`config.mk`:
```
export PLATFORM = sky130hd
export DESIGN_NAME = rv_mem_arb
export DESIGN_NICKNAME = d
export VERILOG_FILES = /design/src/rtl/rv_mem_arb.sv
export SDC_FILE = /design/constraint.sdc
export NUM_CORES = 1
export LEC_CHECK = 0
export BUFFER_PORTS_ARGS = -buffer_cell sky130_fd_sc_hd__buf_2
export CAP_MARGIN = 15
export CELL_PAD_IN_SITES_DETAIL_PLACEMENT = 1
export CELL_PAD_IN_SITES_GLOBAL_PLACEMENT = 1
export CORE_ASPECT_RATIO = 1.4
export CORE_MARGIN = 2
export CORE_UTILIZATION = 30
export CTS_CLUSTER_DIAMETER = 100
export DETAILED_ROUTE_END_ITERATION = 6
export PLACE_DENSITY = 0.82
export SLEW_MARGIN = 30
export SYNTH_ARGS = -nofsm -noshare
export SYNTH_HDL_FRONTEND = slang
export SYNTH_SLANG_ARGS = --single-unit
```
`constraint.sdc`:
```
create_clock -name clk -period 4.4 [get_ports clk]
set_clock_uncertainty 0.15 [all_clocks]
set_input_delay 0.22 -clock clk [delete_from_list [all_inputs] [get_ports clk]]
set_output_delay 0.22 -clock clk [all_outputs]
set_load 0.1 [all_outputs]
```
`src/rtl/rv_mem_arb.sv`:
```
// Shares one memory bus between the instruction-fetch port and the data load/store port.
// Each transfer is granted from IDLE, held on the bus until ack or timeout, then completed with a pulse.
module rv_mem_arb #(
    parameter int AW         = 32,
    parameter int DW         = 32,
    parameter int TIMEOUT    = 255,
    parameter int STARVE_MAX = 4
) (
    input  logic            clk,
    input  logic            rst,
    input  logic            if_req_i,
    input  logic [AW-1:0]   if_addr_i,
    output logic            if_gnt_o,
    output logic            if_rvalid_o,
    output logic [DW-1:0]   if_rdata_o,
    output logic            if_err_o,
    input  logic            d_req_i,
    input  logic            d_we_i,
    input  logic [AW-1:0]   d_addr_i,
    input  logic [DW-1:0]   d_wdata_i,
    input  logic [DW/8-1:0] d_be_i,
    output logic            d_gnt_o,
    output logic            d_rvalid_o,
    output logic [DW-1:0]   d_rdata_o,
    output logic            d_err_o,
    output logic            m_req_o,
    output logic            m_we_o,
    output logic [AW-1:0]   m_addr_o,
    output logic [DW-1:0]   m_wdata_o,
    output logic [DW/8-1:0] m_be_o,
    input  logic            m_ack_i,
    input  logic [DW-1:0]   m_rdata_i,
    output logic            busy_o
);
    localparam int SW = $clog2(STARVE_MAX + 1);
    localparam logic [SW-1:0] STARVE_LIM = SW'(STARVE_MAX);
    localparam logic [15:0]   WAIT_LAST  = 16'(TIMEOUT - 1);

    typedef enum logic [1:0] {IDLE, IF_WAIT, D_WAIT} state_t;

    state_t        state, state_nxt;
    logic [SW-1:0] starve_cnt;
    logic [15:0]   wait_cnt;
    logic          ack_done, timeout_done, xfer_done;

    assign busy_o       = (state != IDLE);
    assign ack_done     = busy_o && m_ack_i;
    assign timeout_done = busy_o && !m_ack_i && (wait_cnt == WAIT_LAST);
    assign xfer_done    = ack_done || timeout_done;

    always_ff @(posedge clk or posedge rst) begin
        if (rst) state <= IDLE;
        else     state <= state_nxt;
    end

    // Fetch only beats a pending data request once it has lost STARVE_MAX times in a row.
    always_comb begin
        state_nxt = state;
        if_gnt_o  = 1'b0;
        d_gnt_o   = 1'b0;
        case (state)
            IDLE: begin
                if (if_req_i && (!d_req_i || starve_cnt == STARVE_LIM)) begin
                    if_gnt_o  = 1'b1;
                    state_nxt = IF_WAIT;
                end else if (d_req_i) begin
                    d_gnt_o   = 1'b1;
                    state_nxt = D_WAIT;
                end
            end
            IF_WAIT, D_WAIT: begin
                if (xfer_done) state_nxt = IDLE;
            end
            default: state_nxt = IDLE;
        endcase
    end

    always_ff @(posedge clk or posedge rst) begin
        if (rst) begin
            starve_cnt <= '0;
        end else if (state == IDLE) begin
            if (if_gnt_o || !if_req_i)
                starve_cnt <= '0;
            else if (d_gnt_o && starve_cnt != STARVE_LIM)
                starve_cnt <= starve_cnt + 1'b1;
        end
    end

    always_ff @(posedge clk or posedge rst) begin
        if (rst) begin
            m_req_o     <= 1'b0;
            m_we_o      <= 1'b0;
            m_addr_o    <= '0;
            m_wdata_o   <= '0;
            m_be_o      <= '0;
            wait_cnt    <= '0;
            if_rvalid_o <= 1'b0;
            if_rdata_o  <= '0;
            if_err_o    <= 1'b0;
            d_rvalid_o  <= 1'b0;
            d_rdata_o   <= '0;
            d_err_o     <= 1'b0;
        end else begin
            if_rvalid_o <= 1'b0;
            if_err_o    <= 1'b0;
            d_rvalid_o  <= 1'b0;
            d_err_o     <= 1'b0;
            if (if_gnt_o) begin
                m_req_o   <= 1'b1;
                m_we_o    <= 1'b0;
                m_addr_o  <= if_addr_i;
                m_wdata_o <= '0;
                m_be_o    <= '1;
                wait_cnt  <= '0;
            end else if (d_gnt_o) begin
                m_req_o   <= 1'b1;
                m_we_o    <= d_we_i;
                m_addr_o  <= d_addr_i;
                m_wdata_o <= d_we_i ? d_wdata_i : '0;
                m_be_o    <= d_we_i ? d_be_i : '1;
                wait_cnt  <= '0;
            end else if (xfer_done) begin
                m_req_o <= 1'b0;
                if (state == IF_WAIT) begin
                    if_rvalid_o <= 1'b1;
                    if_err_o    <= timeout_done;
                    if_rdata_o  <= ack_done ? m_rdata_i : '0;
                end else begin
                    d_rvalid_o <= 1'b1;
                    d_err_o    <= timeout_done;
                    d_rdata_o  <= (ack_done && !m_we_o) ? m_rdata_i : '0;
                end
            end else if (busy_o) begin
                wait_cnt <= wait_cnt + 16'd1;
            end
        end
    end
endmodule
```
==> metrics list <==
- The worst setup path is of the register to register kind.
* Buffer cell driving the clock tree root: clkbuf_16
* Max-Cap Viols: 0
- Counting instances, the worst hold path has a depth of 3.
- Leaving out fill and tap cells, the most frequent cells in the layout are 278 x buf_2, 159 x dfrtp_1, 131 x dlygate4sd3_1.
- Met1 layer usage reported by global route: 0.230
- Setup violations remaining at the end of the flow were counted as 0.
* Register-to-register path setup slack: 1.10 ns
- Nets: 1073
* Top fanout value on the critical path: 20
- Count of endpoints failing hold in the final timing report: 0
* CP required: 4.57 ns
- In this run the tightest slew margin relative to its limit is 0.371.
- Including well taps, the total number of placed cells is 1039.
* Initial detailed-routing violation count: 200
- For this design the top-level I/O count stands at 279.
- In the global route stage, overall resource usage came out at 0.214.
- Cell count of the worst reg-to-reg path: 7
* GRT busiest layer: met2
- From left edge to right edge, the die measures 128 µm.
* XOR/XNOR share of the synthesized area: 0.00135
- In the global route stage, met2 resource usage came out at 0.387.
- Via count normalized by instance count: 5.08
- Category of the worst setup path launch point: register
* Async S/R FF share, synth: 1.00
- Actual slew at the worst max-slew pin: 0.944 ns
- Routed WL per cell: 20.2 µm
* Result of the run: complete, no violations
* Synthesized-area fraction occupied by ao, oa, aoi and oai cells: 0.203
- Min-delay worst type: primary input to register
- The finished layout holds 1203 standard cells, fillers aside.
* Gate Count Post-Synth: 532
- Dominant synthesized flop cell: dfrtp_1
* Met3 Track Usage GR: 0.0506
- CP Data Arrival Time: 3.47 ns
- GRT Residual Overflow: 0
- The portion of synthesized area spent on multiplexers is 0.0527.
- Std cell rows: 63
- The detail route stage leaves a number of antenna-violating nets equal to 0.
- Area used by multi-input combinational logic: 2290 µm²
* Final Routed Wirelength: 24200 µm
- Delay contributed by the slowest stage of the critical path: 0.62 ns
* Port-buffer cells: 278
* Max Clock Freq: 303 MHz
- Final Cycle Share: 0.751
- Of the synthesized area, sequential elements account for 0.614.
- 1st-pass router iterations: 4
- Count of different cell masters after synthesis: 50
- The worst hold path begins at d_addr_i[0].
- Of the post-synthesis cell area, the dominant cell type holds 0.614.
- Cell type contributing the most total cell area after synthesis: dfrtp_1
* Global-route wire length before repair: 37500 µm
- Walking the worst path, the cells encountered are inv_1, ha_1, nand2_2, buf_4, mux2i_1, dlygate4sd3_1, o21ai_0.
* Clock period minus final worst setup slack: 3.30 ns
- Count of flip-flops with a built-in enable after synthesis: 0
* Ranking of synthesized cells by area: dfrtp_1 61%, a22o_1 13%, mux2i_1 5.1%
* Most common cell after layout, fill and taps aside: buf_2
- Slew Viols, Final: 0
- Worst hold endpoint: m_addr_o[0]
* Layout cells sized above 1: 0.350
* H-tree levels: 4
- Across all layers, the routed design uses 6113 vias.
- After clock tree synthesis, the clock-pin slew on the worst setup and hold paths is 0.07 ns.
- Maximum count of clock buffers along a single path: 2
- Cts repair resizes: 0
* Number of buffers inserted to repair setup after CTS: 0
- Number of global-route vias before repair: 6861
- Clk sinks: 159
* FF-to-FF End: m_addr_o[13]
- Area added between synthesis and finish: 54.6%
- At the end of routability-driven placement, the weighted congestion stood at 0.815.
* DP HPWL: 14200 µm
- The die covers 22800 µm².
* Clock latency at the later pin of the worst-skew pair: 0.42 ns
* Post-synthesis cell area: 6480 µm²
- Area inside the core boundary: 21200 µm²
* Cts bufs inserted: 17
- Net count after synthesis: 676
* Largest family of logic cells by synthesized area: compound AO/OA/AOI/OAI gates
- For this configuration, the core starts out at a cell density of 0.306.
- Of the total synthesized cell area, the portion taken by AND, OR, NAND and NOR gates is 0.0821.
- The startpoint identified for the worst register-to-register timing path is state[0].
- RSZ-0062 raised after global routing: false
- Post-Synth Adder-Cell Area: 0.0116
- After filler insertion, the fill cell instance count of the layout stands at 2319.
- TritonCTS built the clock tree.
- Initial antenna violation count: 2
- Average cell area after synthesis: 12.2 µm²
- Synthesized flop and latch total: 159
- For this run, design rule violations remaining after detail routing come to 0.
* Combined flip-flop and latch cell area: 3980 µm²
* Critical-path top delay cell: ha_1
- Pin count of the biggest net entering global routing: 98
- The Yosys step of the flow raised 0 warnings.
- Measured along the y axis, the die boundary spans 178 µm.
* Setup TNS: 0 ns
- Endpoint type of the worst setup path: register
flip-flops by register name, indices dropped and copies added, names as in the netlist:
name	count
state	2
if_rvalid_o	1
wait_cnt	16
d_err_o	1
if_err_o	1
m_we_o	1
m_req_o	1
d_rdata_o	32
starve_cnt	3
m_wdata_o	32
m_be_o	4
if_rdata_o	32
m_addr_o	32
d_rvalid_o	1
worst max-delay path, delay by kind of cell, from the launching register on:
kind	cells	cell delay (ns)
buf+inv	3	1.10
fa+ha+maj	1	0.62
simple gates	1	0.51
flops	1	0.38
compound gates	1	0.25
mux	1	0.15
layer usage:
metal | up-vias | share of wire
met5 | - | 0.00054
met4 | 2 | 0.045
met3 | 69 | 0.047
met2 | 253 | 0.54
met1 | 3036 | 0.37
li1 | 2753 | -
worst max-delay path by stage:
stage / start / cells past startpoint / slack, ns / end
detailed placement: state[0] / 7 / 1.49 / wait_cnt[14]
finish: state[0] / 7 / 1.10 / m_addr_o[13]
floorplan: state[0] / 9 / 0.91 / m_wdata_o[0]
global route: state[0] / 7 / 0.86 / m_addr_o[17]
global placement: wait_cnt[0] / 7 / 1.50 / if_rdata_o[23]
CTS: state[0] / 7 / 1.17 / m_addr_o[10]
area by class of cell:
type,count,area share
clock inverters,14,0.0152
clock buffers,18,0.0438
multi-input cells,322,0.229
flip-flops and latches,159,0.397
diodes,1,0.000250
inverters,12,0.00487
repair buffers,417,0.277
well taps,260,0.0325
Yosys cell counts, types with 2 or more instances:
master,n
ha_1,6
a21o_1,2
and2_1,3
nand2_1,50
buf_6,3
o21ai_0,51
nor3_1,5
inv_1,12
buf_2,9
a22o_1,96
nand2b_1,5
o22ai_1,2
dfrtp_1,159
nand4b_1,3
nor2_1,11
or4_1,2
nand3_1,5
a21oi_1,5
nand4_1,5
mux2i_1,33
clkbuf_1,25
nor4_1,4
o22a_1,4
o31ai_1,6
stage by stage:
stage               hold WS, ns  area [µm²]   util  worst slack [ns]
floorplan                 0.196        6480      -             0.907
global placement         0.0838        8110  0.382              1.50
detailed placement       0.0894        8110  0.383              1.49
CTS                     0.00207       10000  0.472              1.17
global route             0.0230       10000  0.472             0.863
finish                   0.0234       10000  0.472              1.10
logic make-up after synthesis:
family / count (synthesis)
fa+ha+maj: 6
mux: 34
flops: 159
compound gates: 176
simple gates: 105
xor+xnor: 1
buf+inv: 51
timing repair:
item	CTS	global route
setup endpoints to repair	0	0
hold buffers	130	1
hold endpoints to repair	147	1
Power is left out: the tool's default activity adds up to more than one toggle a clock period on the data nets, which glitch-free logic cannot reach.
